--- src/rtl/muldiv_hilo_ctrl.sv ---
// muldiv_hilo_ctrl
//   Sequencer for the HI/LO register file. Accepts MULT/MULTU/DIV/DIVU/MTHI/MTLO
//   from the execute stage. It performs a 1-cycle multiply or a 32-iteration
//   radix-2 restoring divide, and stalls the pipeline while the operation runs.
//   When the operation completes it issues one registered write pulse that
//   carries the new HI/LO values.
//
// Ports
//   clk, rst        core clock (rising edge), asynchronous active-high reset
//   op_valid        E stage holds a HI/LO-class instruction
//   op[2:0]         000 MULT, 001 MULTU, 010 DIV, 011 DIVU, 100 MTHI, 101 MTLO
//   src_a, src_b    rs / rt operands (dividend / divisor, MTHI/MTLO data in src_a)
//   hi_cur, lo_cur  current HI/LO contents (the half that MTHI/MTLO leaves unchanged)
//   flush           E-stage flush: kills the in-flight op and gates hilo_we
//   stall           hold IF/ID/E (combinational)
//   busy            sequencer not idle
//   hilo_we         one-cycle HI/LO write strobe
//   hi_o, lo_o      write data, valid while hilo_we=1
module muldiv_hilo_ctrl (
    input  logic        clk,
    input  logic        rst,
    input  logic        op_valid,
    input  logic [2:0]  op,
    input  logic [31:0] src_a,
    input  logic [31:0] src_b,
    input  logic [31:0] hi_cur,
    input  logic [31:0] lo_cur,
    input  logic        flush,
    output logic        stall,
    output logic        busy,
    output logic        hilo_we,
    output logic [31:0] hi_o,
    output logic [31:0] lo_o
);

    localparam logic [2:0] OP_MULT  = 3'b000;
    localparam logic [2:0] OP_MULTU = 3'b001;
    localparam logic [2:0] OP_DIV   = 3'b010;
    localparam logic [2:0] OP_DIVU  = 3'b011;
    localparam logic [2:0] OP_MTHI  = 3'b100;
    localparam logic [2:0] OP_MTLO  = 3'b101;

    typedef enum logic [1:0] {S_IDLE, S_MUL, S_DIV, S_DONE} state_t;

    state_t      state_q, state_d;
    logic [31:0] a_q, a_d;        // multiplicand, or dividend shifting into quotient
    logic [31:0] b_q, b_d;        // multiplier or divisor magnitude
    logic [31:0] rem_q, rem_d;
    logic [4:0]  cnt_q, cnt_d;
    logic        msgn_q, msgn_d;  // signed multiply
    logic        qneg_q, qneg_d;  // negate quotient at the end
    logic        rneg_q, rneg_d;  // negate remainder at the end
    logic [31:0] hi_q, hi_d;
    logic [31:0] lo_q, lo_d;
    logic        we_q, we_d;

    // Operand decode for the accepting cycle
    logic        is_mul, is_div, op_signed, a_neg, b_neg;
    logic [31:0] a_abs, b_abs;

    assign is_mul    = (op == OP_MULT) || (op == OP_MULTU);
    assign is_div    = (op == OP_DIV)  || (op == OP_DIVU);
    assign op_signed = ~op[0];
    assign a_neg     = op_signed & src_a[31];
    assign b_neg     = op_signed & src_b[31];
    assign a_abs     = a_neg ? (32'd0 - src_a) : src_a;
    assign b_abs     = b_neg ? (32'd0 - src_b) : src_b;

    // Multiply: sign- or zero-extend both operands to 64 bits. The low 64 bits
    // of the product are then correct for both the signed and unsigned cases.
    logic signed [63:0] mul_a, mul_b, prod;
    assign mul_a = {{32{msgn_q & a_q[31]}}, a_q};
    assign mul_b = {{32{msgn_q & b_q[31]}}, b_q};
    assign prod  = mul_a * mul_b;

    // One restoring divide step. The remainder stays below the divisor, so the
    // shifted value fits in 33 bits and the kept remainder fits in 32.
    logic [32:0] rem_sh, trial;
    logic        q_bit;
    logic [31:0] rem_nx, quo_nx;
    assign rem_sh = {rem_q, a_q[31]};
    assign trial  = rem_sh - {1'b0, b_q};
    assign q_bit  = ~trial[32];
    assign rem_nx = q_bit ? trial[31:0] : rem_sh[31:0];
    assign quo_nx = {a_q[30:0], q_bit};

    // ---------------- FSM: state register ----------------
    always_ff @(posedge clk or posedge rst) begin
        if (rst) state_q <= S_IDLE;
        else     state_q <= state_d;
    end

    // ---------------- FSM: next state ----------------
    always_comb begin
        state_d = state_q;
        if (flush) begin
            state_d = S_IDLE;
        end else begin
            case (state_q)
                S_IDLE: begin
                    if (op_valid && is_mul)      state_d = S_MUL;
                    else if (op_valid && is_div) state_d = (src_b == 32'd0) ? S_DONE : S_DIV;
                end
                S_MUL:  state_d = S_DONE;
                S_DIV:  if (cnt_q == 5'd31) state_d = S_DONE;
                S_DONE: state_d = S_IDLE;
                default: state_d = S_IDLE;
            endcase
        end
    end

    // ---------------- FSM: outputs ----------------
    // Reset also drops stall so the outputs match their reset values even
    // when E is still presenting a divide.
    always_comb begin
        stall = 1'b0;
        if (!flush && !rst) begin
            case (state_q)
                S_IDLE:  stall = op_valid && (is_mul || is_div);
                S_MUL:   stall = 1'b1;
                S_DIV:   stall = 1'b1;
                default: stall = 1'b0;
            endcase
        end
    end

    assign busy    = (state_q != S_IDLE);
    assign hilo_we = we_q & ~flush;
    assign hi_o    = hi_q;
    assign lo_o    = lo_q;

    // ---------------- Datapath next state ----------------
    always_comb begin
        a_d    = a_q;
        b_d    = b_q;
        rem_d  = rem_q;
        cnt_d  = cnt_q;
        msgn_d = msgn_q;
        qneg_d = qneg_q;
        rneg_d = rneg_q;
        hi_d   = hi_q;
        lo_d   = lo_q;
        we_d   = 1'b0;
        // A flush accepts nothing and cancels any write that would be launched.
        if (!flush) begin
            case (state_q)
                S_IDLE: begin
                    if (op_valid) begin
                        case (op)
                            OP_MULT, OP_MULTU: begin
                                a_d    = src_a;
                                b_d    = src_b;
                                msgn_d = op_signed;
                            end
                            OP_DIV, OP_DIVU: begin
                                if (src_b == 32'd0) begin
                                    hi_d = src_a;
                                    lo_d = 32'hFFFF_FFFF;
                                    we_d = 1'b1;
                                end else begin
                                    a_d    = a_abs;
                                    b_d    = b_abs;
                                    rem_d  = 32'd0;
                                    cnt_d  = 5'd0;
                                    qneg_d = a_neg ^ b_neg;
                                    rneg_d = a_neg;
                                end
                            end
                            OP_MTHI: begin
                                hi_d = src_a;
                                lo_d = lo_cur;
                                we_d = 1'b1;
                            end
                            OP_MTLO: begin
                                hi_d = hi_cur;
                                lo_d = src_a;
                                we_d = 1'b1;
                            end
                            default: ;
                        endcase
                    end
                end
                S_MUL: begin
                    hi_d = prod[63:32];
                    lo_d = prod[31:0];
                    we_d = 1'b1;
                end
                S_DIV: begin
                    a_d   = quo_nx;
                    rem_d = rem_nx;
                    cnt_d = cnt_q + 5'd1;
                    if (cnt_q == 5'd31) begin
                        lo_d = qneg_q ? (32'd0 - quo_nx) : quo_nx;
                        hi_d = rneg_q ? (32'd0 - rem_nx) : rem_nx;
                        we_d = 1'b1;
                    end
                end
                default: ;
            endcase
        end
    end

    always_ff @(posedge clk or posedge rst) begin
        if (rst) begin
            a_q    <= '0;
            b_q    <= '0;
            rem_q  <= '0;
            cnt_q  <= '0;
            msgn_q <= 1'b0;
            qneg_q <= 1'b0;
            rneg_q <= 1'b0;
            hi_q   <= '0;
            lo_q   <= '0;
            we_q   <= 1'b0;
        end else begin
            a_q    <= a_d;
            b_q    <= b_d;
            rem_q  <= rem_d;
            cnt_q  <= cnt_d;
            msgn_q <= msgn_d;
            qneg_q <= qneg_d;
            rneg_q <= rneg_d;
            hi_q   <= hi_d;
            lo_q   <= lo_d;
            we_q   <= we_d;
        end
    end

endmodule

--- config.mk ---
export PLATFORM = sky130hd
export DESIGN_NAME = muldiv_hilo_ctrl
export DESIGN_NICKNAME = d
export VERILOG_FILES = /design/src/rtl/muldiv_hilo_ctrl.sv
export SDC_FILE = /design/constraint.sdc
export NUM_CORES = 2
export LEC_CHECK = 0
export BUFFER_PORTS_ARGS = -buffer_cell sky130_fd_sc_hd__buf_2
export CAP_MARGIN = 20
export CORE_UTILIZATION = 55
export CTS_BUF_LIST = sky130_fd_sc_hd__clkbuf_4
export CTS_CLUSTER_SIZE = 40
export DETAILED_ROUTE_END_ITERATION = 16
export PLACE_DENSITY = 0.71
export SYNTH_ARGS = -nofsm -noshare
export SYNTH_HDL_FRONTEND = slang
export SYNTH_SLANG_ARGS = --single-unit
--- constraint.sdc ---
create_clock -name clk -period 10.5 [get_ports clk]
set_input_delay 0.525 -clock clk [delete_from_list [all_inputs] [get_ports clk]]
set_output_delay 0.525 -clock clk [all_outputs]
set_load 0.005 [all_outputs]
==> flow_summary.toml <==
[setup_path]
reg2reg_slack_ps = 760
endpoint_kind = "flop"
critPathMaxFanout = 17
crit_path_start_kind = "flop"
arrival_ps = 10350
critical_path_class = "flop to flop"
cp_slowest_cell = "dfrtp_1"
cpPeakStageDelay_ps = 930
timing.rr.start = "b_q[6]$_DFFE_PP0P_"
cpMostUsedCell = "fa_1"
critPathRequiredTime_ps = 11110
worstReg2RegEnd = "hi_o[22]$_DFFE_PP0P_"
r2r_cells = 28

[flow_run]
maxCapViolCount = 0

[grt]
grt_first_pass_wirelength_mm = 261
grt_pass1_vias = 43400
grt.overflow.total = 0
grt_use_total_pct = 36.4
grt_antenna_before_repair = 9
grt_max_degree = 93

[floorplan]
rows = 112
design.core.area_um2 = 93200
die-area_um2 = 95300
die_x_um = 309
ioPinCount = 202
start_util_pct = 55.5
die_y_um = 309

[place]
io_buffers = 201
place_hpwl_mm = 139
gp_congestion = 0.987

[worst_hold_path]
min_to = "state_q[0]$_DFFE_PP0P_"
holdCritPathClass = "input pin to flop"
worstHoldPathCells = 2
worstHoldStart = "flush"

[sta]
hold_viol = 0
worst_pin_slew_ps = 1150
tns_ps = 0
slew_viol_final = 0
max_freq_mhz = 103
min_period_ps = 9740
maxSlewHeadroom_pct = 23.6
rsz0062_at_grt = "no"
final-setup-viol-count = 0
finClkSkew_ps = 60.2
period_share_pct = 92.8

[synth]
yosys_most_used_dff = "dfrtp_1"
ys.warnings.count = 0
synth_top_area_cell = "fa_1"
syn_area_um2 = 51700
syn_inst = 5988
yosysMostFrequentCell = "inv_1"
syn-mean-instance-area_um2 = 8.64
synth-async-reset-ratio_pct = 100
ys_ff_latch = 171
synthTopCellsByCount = "inv_1, fa_1, nand2_1, and2_1, clkbuf_1"
ys_types = 82
synthesis.nets = 7508
synth_edf_count = 0
ys_seq_area_share_pct = 8.27
yosys-top-cells-area = "fa_1, inv_1, dfrtp_1, nand2_1, ha_1"
synth_top_area_share_pct = 43.6

[final_layout]
area_growth_pct = 4.87
drive_gt1_share_pct = 6.84
fillers = 8415
fin_nets = 7485

[detailed_routing]
routed-via-count = 42600
drtIter0Drc = 4596
dr.pass1.iters = 7
viasPerCell = 5.88
postRouteAntennaNets = 0
wire_per_inst_um = 23.1
route.detailed.drc = 0
routed_wl_mm = 167

[clock_network]
clock-root-buffer = "clkbuf_4"
clkTransAtPathRegs_ps = 190
clock_latency_ps = 750
clockBufferDepth = 2
cts_tree = "yes"
numCtsBuffers = 17
cts-htree-levels = 4
clock-sinks = 171

[run_status]
outcome = "complete, no violations"
## state kept, by name, summed over array words and instances, names as in the netlist
register and cells:
b_q 32, rneg_q 1, rem_q 32, we_q 1, a_q 32, hi_o 32, qneg_q 1, lo_o 32
msgn_q 1, state_q 2, cnt_q 5
## logic make-up after synthesis
kind of cell             share of synthesized area, %
AND/OR/NAND/NOR                                  16.2
AO/OA/AOI/OAI                                    9.93
adder cells (fa/ha/maj)                          49.8
XOR/XNOR                                         3.45
buffers and inverters                            11.5
flip-flops                                       8.27
multiplexers                                    0.854
## area by class of cell
type,instances,area [um^2],share of cell area [%]
timing repair buffer,327,2040,3.77
clock inverter,13,106,0.196
clock buffer,19,143,0.263
sequential,171,4280,7.89
multi-input combinational,4246,41600,76.6
inverter,1202,4520,8.34
tap,1254,1570,2.89
antenna,7,17.5,0.0323
## placed cells by master, fill, tap and decap left out, drive strengths merged, types with 10 or more instances in the layout
master	n
inv	1209
fa	1126
nand2	977
buf	326
and2	323
ha	259
nor2	236
a21oi	207
o21ai	174
dfrtp	171
xnor2	111
xor2	93
o31ai	82
a221oi	75
nor3	51
nand3	46
a21o	45
and3	39
mux2i	34
a211oi	33
nand2b	29
or3	29
a31oi	25
clkbuf	19
nor2b	18
nand4	17
nor4	16
o21a	15
o22ai	13
o41ai	13
or4	13
o211ai	12
a21boi	11
nand3b	10
o21bai	10
or2	10
## critical path: cells and delay by family, from the launching register on
kind            cells  cell delay (ps)
fa+ha+maj           9             4550
compound gates      8             2160
simple gates        4             1100
flops               1              930
buf+inv             7              870
## worst max-delay path by stage
stage	startpoint	endpoint	slack [ps]	depth (start not counted)
final	b_q[6]$_DFFE_PP0P_	hi_o[22]$_DFFE_PP0P_	760	28
after global routing	b_q[6]$_DFFE_PP0P_	hi_o[14]$_DFFE_PP0P_	440	29
after CTS	b_q[6]$_DFFE_PP0P_	hi_o[20]$_DFFE_PP0P_	940	29
after detailed placement	b_q[6]$_DFFE_PP0P_	hi_o[20]$_DFFE_PP0P_	1010	29
after global placement	b_q[6]$_DFFE_PP0P_	hi_o[31]$_DFFE_PP0P_	1040	29
after floorplan	a_q[31]$_DFFE_PP0P_	hi_o[27]$_DFFE_PP0P_	2220	30
## metrics by stage
step	util [%]	std cells	hold WS (ps)	setup slack (ps)	cell area [um^2]
3_5_place_dp	57.9	7196	464	1010	53900
3_3_place_gp	57.8	7195	455	1040	53900
2_1_floorplan	-	5988	445	2220	51700
4_1_cts	58.1	7229	15.7	944	54200
6_report	58.2	7239	49.9	759	54200
5_1_grt	58.2	7235	38.5	444	54200
## routing by layer
metal | GRT usage [%] | wire [um] | vias up
li1 | - | - | 18300
met5 | 0.354 | 112 | -
met1 | 50.0 | 65800 | 21700
met2 | 55.1 | 74700 | 2227
met4 | 13.6 | 7100 | 6
met3 | 10.0 | 19400 | 387
## repair_timing
action | CTS | global route
endpoints found under the hold margin | 53 | 0
hold buffers | 1 | 0
resized for setup | 0 | 0
buffers inserted | 0 | 0
Power is left out: the tool's default activity adds up to more than one toggle a clock period on the data nets, which glitch-free logic cannot reach.
